[src/rtl/stepper_pkg.sv]
// -----------------------------------------------------------------------------
// stepper_pkg
//   Shared types and constants for the stepper sequencer.
//   - step_state_t : sequencer FSM state (idle / running a move)
//   - phase_idx_t  : 3-bit position in the 8-entry half-step table
//   - COIL_TABLE   : coil drive pattern {A+,B+,A-,B-} per table position
//   - phase_advance: next table position for a given direction and step size
// -----------------------------------------------------------------------------
package stepper_pkg;

    typedef enum logic [0:0] {
        S_IDLE,
        S_RUN
    } step_state_t;

    typedef logic [2:0] phase_idx_t;

    localparam logic [3:0] COIL_TABLE [8] = '{
        4'b1000, 4'b1100, 4'b0100, 4'b0110,
        4'b0010, 4'b0011, 4'b0001, 4'b1001
    };

    // 3-bit arithmetic wraps modulo 8; a full step (+/-2) preserves parity.
    function automatic phase_idx_t phase_advance(input phase_idx_t idx,
                                                 input logic       up,
                                                 input logic       half);
        phase_idx_t delta;
        delta = half ? 3'd1 : 3'd2;
        return up ? phase_idx_t'(idx + delta) : phase_idx_t'(idx - delta);
    endfunction

endpackage

[src/rtl/stepper_sequencer.sv]
// -----------------------------------------------------------------------------
// stepper_sequencer
//   Walks a 4-coil stepper motor through the half-step table, one entry per
//   tick from the step-rate counter, for a commanded number of steps.
//
// Ports
//   clk         in   system clock
//   reset       in   asynchronous active-low reset
//   tick        in   one-cycle step pulse from the step-rate counter
//   start       in   command strobe (sampled only while idle)
//   dir         in   1: advance table index, 0: retreat (latched on start)
//   half_step   in   1: move by one entry, 0: move by two (latched on start)
//   steps       in   number of steps in the move (latched on start)
//   abort       in   terminate the current move (sampled only while running)
//   coils       out  registered coil drive {A+,B+,A-,B-}
//   busy        out  high while a move is in progress
//   done        out  one-cycle pulse on normal completion
//   steps_left  out  registered remaining step count
//   rate_reset  out  one-cycle pulse re-aligning the step-rate counter
// -----------------------------------------------------------------------------
module stepper_sequencer
    import stepper_pkg::*;
#(
    parameter int unsigned STEP_W      = 16,
    parameter bit          HOLD_TORQUE = 1'b0
) (
    input  logic              clk,
    input  logic              reset,
    input  logic              tick,
    input  logic              start,
    input  logic              dir,
    input  logic              half_step,
    input  logic [STEP_W-1:0] steps,
    input  logic              abort,
    output logic [3:0]        coils,
    output logic              busy,
    output logic              done,
    output logic [STEP_W-1:0] steps_left,
    output logic              rate_reset
);

    step_state_t       r_state;
    phase_idx_t        r_idx;
    logic              r_dir;
    logic              r_half;
    logic [3:0]        r_coils;
    logic              r_done;
    logic              r_rate_reset;
    logic [STEP_W-1:0] r_steps_left;

    phase_idx_t        w_idx_next;
    logic [STEP_W-1:0] w_left_dec;
    logic              w_last_step;
    logic [3:0]        w_park_cur;
    logic [3:0]        w_park_next;

    always_comb begin
        w_idx_next  = phase_advance(r_idx, r_dir, r_half);
        w_left_dec  = r_steps_left - STEP_W'(1);
        w_last_step = (w_left_dec == '0);
        // Coil pattern to park on when leaving RUN (abort vs. final step).
        w_park_cur  = HOLD_TORQUE ? COIL_TABLE[r_idx]      : 4'b0000;
        w_park_next = HOLD_TORQUE ? COIL_TABLE[w_idx_next] : 4'b0000;
    end

    always_ff @(posedge clk or negedge reset) begin
        if (!reset) begin
            r_state      <= S_IDLE;
            r_idx        <= '0;
            r_dir        <= 1'b0;
            r_half       <= 1'b0;
            r_coils      <= 4'b0000;
            r_done       <= 1'b0;
            r_rate_reset <= 1'b0;
            r_steps_left <= '0;
        end else begin
            r_done       <= 1'b0;
            r_rate_reset <= 1'b0;
            unique case (r_state)
                S_IDLE: begin
                    // tick is deliberately ignored here, even alongside start.
                    if (start) begin
                        if (steps != '0) begin
                            r_state      <= S_RUN;
                            r_rate_reset <= 1'b1;
                            r_steps_left <= steps;
                            r_coils      <= COIL_TABLE[r_idx];
                            r_dir        <= dir;
                            r_half       <= half_step;
                        end else begin
                            r_done <= 1'b1;
                        end
                    end
                end
                S_RUN: begin
                    if (abort) begin
                        r_state <= S_IDLE;
                        r_coils <= w_park_cur;
                    end else if (tick) begin
                        r_idx        <= w_idx_next;
                        r_steps_left <= w_left_dec;
                        if (w_last_step) begin
                            r_state <= S_IDLE;
                            r_done  <= 1'b1;
                            r_coils <= w_park_next;
                        end else begin
                            r_coils <= COIL_TABLE[w_idx_next];
                        end
                    end
                end
                default: r_state <= S_IDLE;
            endcase
        end
    end

    assign coils      = r_coils;
    assign busy       = (r_state == S_RUN);
    assign done       = r_done;
    assign steps_left = r_steps_left;
    assign rate_reset = r_rate_reset;

endmodule

[config.mk]
export PLATFORM = sky130hd
export DESIGN_NAME = stepper_sequencer
export DESIGN_NICKNAME = d
export VERILOG_FILES = /design/src/rtl/stepper_pkg.sv /design/src/rtl/stepper_sequencer.sv
export SDC_FILE = /design/constraint.sdc
export NUM_CORES = 1
export LEC_CHECK = 0
export BUFFER_PORTS_ARGS = -buffer_cell sky130_fd_sc_hd__buf_2
export CORE_ASPECT_RATIO = 0.8
export CORE_UTILIZATION = 48
export DETAILED_ROUTE_END_ITERATION = 7
export MAX_ROUTING_LAYER = met4
export PLACE_DENSITY = 0.87
export SYNTH_ARGS = -nofsm -noshare
export SYNTH_HDL_FRONTEND = slang
export SYNTH_SLANG_ARGS = --single-unit
[constraint.sdc]
create_clock -name clk -period 1.97 [get_ports clk]
set_input_delay 0.0985 -clock clk [delete_from_list [all_inputs] [get_ports clk]]
set_output_delay 0.0985 -clock clk [all_outputs]
set_load 0.01 [all_outputs]
==> results.sh <==
export IMPL_start_util_pct=52.4
export IMPL_cts_tree="done"
export IMPL_dr_pass1_iters=4
export IMPL_path_cells="inv_2, ha_4, nor4b_4, buf_4, and2_4, a211o_4, nand4_4, nor4_4, buf_6, o41ai_2"
export IMPL_routed_wl_mm=5.53
export IMPL_setup_viol=8
export IMPL_synth_top_family_by_area="simple AND/OR/NAND/NOR gates"
export IMPL_drv_cap=0
export IMPL_ios=46
export IMPL_synth_xor_area_share_pct=4.13
export IMPL_synth_top_area_share_pct=37.3
export IMPL_grt_pass1_vias=1890
export IMPL_crit_path_start="steps_left[0]"
export IMPL_grt_max_degree=29
export IMPL_synthSimpleGateAreaFrac_pct=25.5
export IMPL_final_max_slew_viol_count=0
export IMPL_grt_usage_pct=28.4
export IMPL_relSlewSlack_pct=55.7
export IMPL_postRouteAntennaNets=0
export IMPL_syn2layout_area_growth_pct=38.3
export IMPL_timing_final_ws_setup_ps=-106
export IMPL_clock_latency_ps=280
export IMPL_dp_hpwl_mm=3.98
export IMPL_final_util_pct=72.4
export IMPL_rsz0062_at_grt="true"
export IMPL_synth_area_um2=1880
export IMPL_crit_reg2reg_launch="steps_left[0]"
export IMPL_synth_cell_type_count=49
export IMPL_dpl_worst_slack_ps=-134
export IMPL_clk_path_buf_depth=2
export IMPL_core_area_um2=3590
export IMPL_yosys_area_top_type="dfrtp_1"
export IMPL_syn_nets=241
export IMPL_clock_skew_ps=4.32
export IMPL_timing_final_crit_share_pct=105
export IMPL_cts_max_level=1
export IMPL_ys_seq_area_share_pct=37.3
export IMPL_viasPerCell=5.74
export IMPL_critical_path_top_delay_family="simple AND/OR/NAND/NOR gates"
export IMPL_reg2regPathDepth=10
export IMPL_gp_congestion=0.859
export IMPL_start_kind="flip-flop"
export IMPL_io_buffers=45
export IMPL_rows=19
export IMPL_crit_fanout=6
export IMPL_leakage_uw=0.00119
export IMPL_synth_compound_area_share_pct=20.6
export IMPL_vias=1980
export IMPL_drc=0
export IMPL_synth_mux_area_share_pct=4.39
export IMPL_cp_slowest_cell="dfrtp_2"
export IMPL_tns_ps=-665
export IMPL_initialDrtViolationCount=146
export IMPL_hold_viol=0
export IMPL_die_h_um=58.0
export IMPL_min_path_type="in -> reg"
export IMPL_path_clk_slew_ps=90
export IMPL_fmax_mhz=482
export IMPL_worstSetupEndpointType="flip-flop"
export IMPL_grt_pass1_wl_mm=8.80
export IMPL_critical_path_max_stage_delay_ps=420
export IMPL_regToRegEndpoint="coils[3]"
export IMPL_die_w_um=72.0
export IMPL_grt_overflow=0
export IMPL_yosysWarnings=0
export IMPL_mostFrequentLayoutCell="buf_2"
export IMPL_path_class="reg -> reg"
export IMPL_worstPathRequired_ps=2130
export IMPL_nets=321
export IMPL_status="finished with violations"
export IMPL_r2r_setup_slack_ps=-110
export IMPL_netlist_top_cells_area="dfrtp_1 (37%), a21oi_1 (4.8%), nand2_1 (4.0%)"
export IMPL_grt_antenna_before_repair=0
export IMPL_period_needed_ps=2080
export IMPL_drive_gt1_share_pct=43.0
export IMPL_crit_arrival_ps=2240
export IMPL_violations="setup timing"
export IMPL_powerDensity_nw_per_um2=1330
export IMPL_layout_common_cells="buf_2 (45), buf_4 (41), dfrtp_1 (26), nand2_1 (18), a21oi_1 (18)"
export IMPL_ys_ff_latch=28
export IMPL_fin_hold_ws_ps=6.49
export IMPL_antenna_cells=0
export IMPL_vdd_drop_max_mv=0.628
export IMPL_syn_area_per_cell_um2=8.79
export IMPL_critPathBufInv=3
export IMPL_clock_sinks=28
export IMPL_routedWlPerCell_um=16.0
export IMPL_synth_adder_area_share_pct=3.06
export IMPL_tightest_slew_ps=664
export IMPL_root_buffer="clkbuf_8"
export IMPL_synth_cells=214
export IMPL_cts_made_buffers=3
export IMPL_cp_depth=10
export IMPL_endpoint="coils[3]"
export IMPL_die_area_um2=4170
sequential cells by signal (all words and copies together), names as in the netlist:
signal and cells:
busy 1, coils 4, done 1, r_dir 1, r_half 1, r_idx 3
rate_reset 1, steps_left 16
metal layers:
metal  global-route usage, %  part of all wire (%)  up-vias
met5                       -                     0        -
met4                    7.84                   1.7        0
met3                    5.04                   5.2       13
met2                    46.2                    50       68
met1                    36.8                    44      965
li1                        -                     -      934
through the flow:
stage / total power (µW) / std cells / instance area [µm²]
2_1_floorplan: 2160 / 214 / 1910
3_3_place_gp: 2820 / 331 / 2390
3_5_place_dp: 2890 / 331 / 2390
4_1_cts: 3340 / 341 / 2520
5_1_grt: 3690 / 345 / 2600
6_report: 3450 / 345 / 2600
where the power goes:
group / switching [µW] / total [µW] / internal [µW]
Clock: 180 / 326 / 145
Combinational: 1110 / 2120 / 1010
Sequential: 225 / 1000 / 778
repair_timing:
item	CTS	global route
hold endpoints to repair	28	0
gates resized for setup	7	10
pin swaps	7	6
setup buffers	6	4
hold buffers	1	0
setup endpoints to repair	6	19
worst min-delay path by stage:
stage,depth (start not counted),from,slack [ps],end
after global placement,1,reset,160,coils[0]
final,3,half_step,6,r_half
after CTS,3,half_step,3,r_half
after global routing,3,half_step,1,r_half
after floorplan,0,reset,-200,busy
after detailed placement,1,reset,160,coils[0]
tightest hold or removal path, cell delays in order:
cell and delay [ps]:
buf_2 80, nand2_1 40, nand2_1 50
synth_stat cells (all sizes together):
master   number
nand4         4
nor3b         1
o221a         1
inv          10
nand2b        2
a31o          1
mux2i         6
clkbuf        9
xnor2         2
buf           4
nor2         19
o41ai         4
ha            3
nand3        11
fa            1
and2          6
nor2b         1
and3          2
xor2          6
o211ai        1
o21bai        1
nor3          8
o2bb2ai       1
o31ai         1
a31oi         2
a2111oi       1
a21oi        18
o21ai        15
dfrtp        28
nor4b         3
o22ai        11
mux2          2
nand2        20
a211o         1
a41o          1
nor4          7
final cells by class:
| cell class | count | area [µm²] |
|---|---|---|
| clock buffers | 4 | 45.0 |
| fillers | 256 | 990 |
| inverters | 10 | 37.5 |
| multi-input cells | 163 | 1190 |
| flip-flops and latches | 28 | 703 |
| well taps | 52 | 65.1 |
| repair buffers | 88 | 554 |
cell families (layout without fill, tap and decap cells):
group	Yosys count	in the layout
AOI/OAI and AO/OA	59	59
adders and majority gates	4	4
buffers and inverters	23	102
xor gates and xnor gates	8	8
muxes	8	8
and+or+nand+nor	84	84
DFF	28	28
(Power assumes the default switching activity.)
